===== config.mk =====
export PLATFORM = sky130hd
export DESIGN_NAME = c_hazard_controller
export DESIGN_NICKNAME = d
export VERILOG_FILES = /design/src/rtl/c_hazard_controller.sv
export SDC_FILE = /design/constraint.sdc
export NUM_CORES = 1
export LEC_CHECK = 0
export CAP_MARGIN = 20
export CORE_ASPECT_RATIO = 0.75
export CORE_UTILIZATION = 44
export DETAILED_ROUTE_END_ITERATION = 6
export GPL_ROUTABILITY_DRIVEN = 0
export HOLD_SLACK_MARGIN = 0.15
export MAX_ROUTING_LAYER = met4
export PLACE_DENSITY = 0.86
export RECOVER_POWER = 100
export SLEW_MARGIN = 20
export SYNTH_ARGS = -nofsm -noshare
export SYNTH_HDL_FRONTEND = slang
export SYNTH_SLANG_ARGS = --single-unit
export TNS_END_PERCENT = 5

===== constraint.sdc =====
create_clock -name clk -period 4 [get_ports clk]
set_input_delay 0.6 -clock clk [delete_from_list [all_inputs] [get_ports clk]]
set_output_delay 0.6 -clock clk [all_outputs]
set_load 0.005 [all_outputs]

===== src/rtl/c_hazard_controller.sv =====
// Hazard controller: stall/flush/forward generation for the five-stage core
// and multi-cycle execute sequencing with a stall-cycle counter.
module c_hazard_controller #(
    parameter int MC_LATENCY = 4,
    parameter int COUNT_W    = 16
) (
    input  logic               clk,
    input  logic               reset,
    input  logic [4:0]         Rs1D,
    input  logic [4:0]         Rs2D,
    input  logic [4:0]         Rs1E,
    input  logic [4:0]         Rs2E,
    input  logic [4:0]         RdE,
    input  logic [4:0]         RdM,
    input  logic [4:0]         RdW,
    input  logic               RegWE_W_E,
    input  logic               RegWE_M,
    input  logic               RegWE_W,
    input  logic               mc_op_E,
    input  logic               PCSrcE,
    input  logic               abort_E,
    output logic               StallF,
    output logic               StallD,
    output logic               StallE,
    output logic               FlushD,
    output logic               FlushE,
    output logic               FlushM,
    output logic [1:0]         ForwardAE,
    output logic [1:0]         ForwardBE,
    output logic               mc_done_E,
    output logic [COUNT_W-1:0] stall_count
);

    localparam int CNT_W = $clog2(MC_LATENCY);
    localparam logic [CNT_W-1:0] CNT_START = CNT_W'(MC_LATENCY - 2);

    localparam logic [0:0] IDLE = 1'b0;
    localparam logic [0:0] BUSY = 1'b1;

    logic [0:0]       state;
    logic [0:0]       state_nx;
    logic [CNT_W-1:0] cnt;
    logic [CNT_W-1:0] cnt_nx;
    logic             mc_stall;
    logic             mc_done;
    logic             branch;
    logic             load_use;

    always_comb begin
        state_nx = state;
        cnt_nx   = cnt;
        mc_stall = 1'b0;
        mc_done  = 1'b0;
        if (abort_E) begin
            state_nx = IDLE;
            cnt_nx   = '0;
        end else if (state == IDLE) begin
            if (mc_op_E && !PCSrcE) begin
                mc_stall = 1'b1;
                state_nx = BUSY;
                cnt_nx   = CNT_START;
            end
        end else if (cnt != '0) begin
            mc_stall = 1'b1;
            cnt_nx   = cnt - 1'b1;
        end else begin
            // final EX cycle: the op retires at the next edge, so a still-high
            // mc_op_E is not seen again until the FSM is back in IDLE
            mc_done  = 1'b1;
            state_nx = IDLE;
        end
    end

    assign branch   = !abort_E && !mc_stall && PCSrcE;
    assign load_use = !abort_E && !mc_stall && !PCSrcE && RegWE_W_E
                      && (RdE != 5'd0)
                      && ((RdE == Rs1D) || (RdE == Rs2D));

    always_comb begin
        StallF = 1'b0;
        StallD = 1'b0;
        StallE = 1'b0;
        FlushD = 1'b0;
        FlushE = 1'b0;
        FlushM = 1'b0;
        if (reset) begin
            unique case (1'b1)
                abort_E: begin
                    FlushD = 1'b1;
                    FlushE = 1'b1;
                    FlushM = 1'b1;
                end
                mc_stall: begin
                    StallF = 1'b1;
                    StallD = 1'b1;
                    StallE = 1'b1;
                    FlushM = 1'b1;
                end
                branch: begin
                    FlushD = 1'b1;
                    FlushE = 1'b1;
                end
                load_use: begin
                    StallF = 1'b1;
                    StallD = 1'b1;
                    FlushE = 1'b1;
                end
                default: ;
            endcase
        end
    end

    assign mc_done_E = reset && mc_done;

    function automatic logic [1:0] fwd_sel(input logic [4:0] rs);
        logic [1:0] sel;
        sel = 2'b00;
        if (RegWE_M && (RdM != 5'd0) && (RdM == rs))
            sel = 2'b10;
        else if (RegWE_W && (RdW != 5'd0) && (RdW == rs))
            sel = 2'b01;
        return sel;
    endfunction

    assign ForwardAE = reset ? fwd_sel(Rs1E) : 2'b00;
    assign ForwardBE = reset ? fwd_sel(Rs2E) : 2'b00;

    always_ff @(posedge clk or negedge reset) begin
        if (!reset) begin
            state       <= IDLE;
            cnt         <= '0;
            stall_count <= '0;
        end else begin
            state <= state_nx;
            cnt   <= cnt_nx;
            if (StallE && (stall_count != '1))
                stall_count <= stall_count + 1'b1;
        end
    end

endmodule


==> metrics.cfg <==
[synthesis]
synth_top_family_by_area=simple AND/OR/NAND/NOR gates
syn_area_per_cell_um2=9.72
netlist_area_um2=1480
ys_seq_area_share_pct=32.2
synth_nets=197
synth-simple-area-share_pct=29.3
synthCells=152
synth_compound_area_share_pct=5.59
yosysUniqueCellTypes=35
ys_top_cells_by_area=dfrtp_1 (32%), xor2_1 (23%), nor4_1 (4.7%)
synth_top_area_cell=dfrtp_1
synth.mux.area_fraction_pct=1.02
yosysTopAreaCellShare_pct=32.2
synth_warnings=0
synthXorXnorAreaFrac_pct=26.7
ys_ff_latch=19
synthAdderAreaFrac_pct=1.69

[clocking]
cts_tree=yes
cts_buffer_depth=2
insertion_delay_ns=0.26
post_cts_buffers=0
cts_root_buffer=clkbuf_8
cts_sinks=19
path_clk_slew_ns=0.07
numCtsBuffers=3
cts-resized-gates=0
htreeDepth=1
postCtsHoldBufs=0

[drt]
drt_iter0_markers=112
drc=0
drt_wl_total_um=4010
wire_per_inst_um=15.4
via_per_inst=5.66
first_pass_iters=4
antenna_left=0
vias=1477

[final_layout]
final_cell_mix=clkdlybuf4s50_1 (40), xor2_1 (38), dlygate4sd3_1 (29)
seqCellArea_um2=475
n_antenna_cell=0
fillers=228
area_growth_pct=49.3
drive_above_1_share_pct=4.04
multi_input_area_um2=917
layout_commonest_cell=clkdlybuf4s50_1
final_nets=269

[power]
power.total_uw=571
peakVddDrop_v=0.000178
pwr-share-clk_pct=23.2
power_frac_seq_pct=43.4
p_leak_uw=0.00101
power_switching_uw=174
internal_power_uw=397
combPwrFrac_pct=33.3
swShare_pct=30.5
p_per_area_nw_per_um2=259

[critical_path]
crit_fanout=3
cp_cell_sequence=dlygate4sd3_1 > or4_1 > o21ai_0 > nor4_1 > nor4_1 > dlygate4sd3_1
critPathArrivalTime_ns=3.10
crit_path_max_incr_delay_ns=0.61
critPathRequiredTime_ns=3.40
cpMaxStageDelayCell=dlygate4sd3_1
crit_buf_inv=2
endpoint_kind=primary output
worstSetupPathType=primary input to primary output
cp_top_family=buffers and inverters
start_kind=primary input

[timing]
fin_crit_ns=3.70
fmax_mhz=270
drv_slew=0
fin_setup_tns_ns=0
tightestPinTransition_ns=0.803
rsz0062_at_grt=no
final-setup-viol-count=0
hold_viol_final=0
relSlewSlack_pct=46.4
clock_skew_ns=0.00447
post-route-period-util_pct=92.5

[floorplan]
die_area_um2=3600
die_y_um=52.2
fp.dieW_um=68.9
io_pins=70
core_region_area_um2=3060
start_util_pct=48.2
rows=17

[global_routing]
antenna_found_initial=0
track_usage_pct=23.8
overflow=0
grt_pass1_wl_um=6200
grt_max_degree=21
grt_pass1_vias=1416

[placement]
dpl.hpwl_um=3220
io_buffer_count=69

[status]
status=finished clean

[run]
maxCapViolations=0

[worst_hold_path]
hold_class=flop to flop

## metrics by stage
| stage | util (%) | cells | cell area [µm²] | setup slack, ns | hold slack [ns] |
|---|---|---|---|---|---|
| final | 72.0 | 261 | 2210 | 0.299 | 0.511 |
| after global routing | 72.0 | 261 | 2210 | 0.306 | 0.530 |
| after detailed placement | 71.6 | 257 | 2190 | 0.501 | 0.503 |
| after CTS | 73.1 | 261 | 2240 | 0.499 | 0.514 |
| after global placement | 71.6 | 257 | 2190 | 0.693 | 0.495 |
| after floorplan | - | 152 | 1480 | 1.70 | 0.304 |
## kinds of logic (layout without fill, tap and decap cells)
| kind of cell | count (synthesis) | count (layout) |
|---|---|---|
| simple gates | 65 | 65 |
| buf+inv | 9 | 80 |
| compound gates | 11 | 11 |
| flops | 19 | 19 |
| fa+ha+maj | 2 | 2 |
| xor+xnor | 45 | 45 |
| mux | 1 | 1 |
## flip-flops by register name, indices dropped and copies added (netlist names)
signal       count
cnt              2
state            1
stall_count     16
## path summary, 6_finish.rpt
check	slack [ns]	to	cells after the start	start
worst min register to register	0.51	stall_count[5]$_DFFE_PN0P_	1	stall_count[5]$_DFFE_PN0P_
worst max-delay path	0.30	ForwardAE[0]	6	RdM[1]
max in group asynchronous	2.89	stall_count[7]$_DFFE_PN0P_	2	reset
min in group asynchronous	0.90	stall_count[9]$_DFFE_PN0P_	2	reset
worst max register to register	1.95	stall_count[1]$_DFFE_PN0P_	4	state$_DFF_PN0_
worst min-delay path	0.51	stall_count[5]$_DFFE_PN0P_	1	stall_count[5]$_DFFE_PN0P_
## power by group through the flow
| stage | sequential (µW) | combinational (µW) | clock [µW] |
|---|---|---|---|
| final | 248 | 191 | 133 |
| after floorplan | 248 | 78.4 | 0 |
| after CTS | 249 | 204 | 137 |
| after global placement | 249 | 197 | 0 |
| after global routing | 253 | 207 | 143 |
| after detailed placement | 252 | 203 | 0 |
## Yosys cell counts
cell	n
a21oi_1	1
a22oi_1	1
a311oi_1	1
a31oi_1	1
and2_1	2
and2b_1	2
and3_1	2
and3b_1	1
and4_1	2
buf_4	1
buf_6	2
dfrtp_1	19
ha_1	2
inv_1	6
mux2_4	1
nand2_1	5
nand3_1	7
nand4_1	3
nand4_2	2
nor2_1	8
nor2_2	1
nor3_1	8
nor3b_4	1
nor4_1	11
nor4_2	3
nor4_4	1
nor4b_1	1
o211ai_1	2
o21ai_0	2
o21ai_4	1
o22ai_1	1
o31ai_1	1
or4_1	5
xnor2_1	7
xor2_1	38
## area by class of cell
class	count	share of cell area (%)
sequential	19	21.6
inverter	6	1.02
multi-input combinational	124	41.6
clock buffer	4	2.04
tap	38	2.16
timing repair buffer	70	31.7
## worst reg2reg max path: stages, from the launching register on
cell and delay (ns):
dfrtp_1 0.42, nor3b_1 0.69, o21ai_4 0.25, nor2_1 0.26, mux2_4 0.32
## per-layer routing
layer / global-route usage (%) / part of all wire, %
met5: - / 0
met1: 28.7 / 41
met4: 7.48 / 1.5
met2: 39.8 / 49
met3: 5.00 / 8.4
Power figures use the tool's default switching activity.
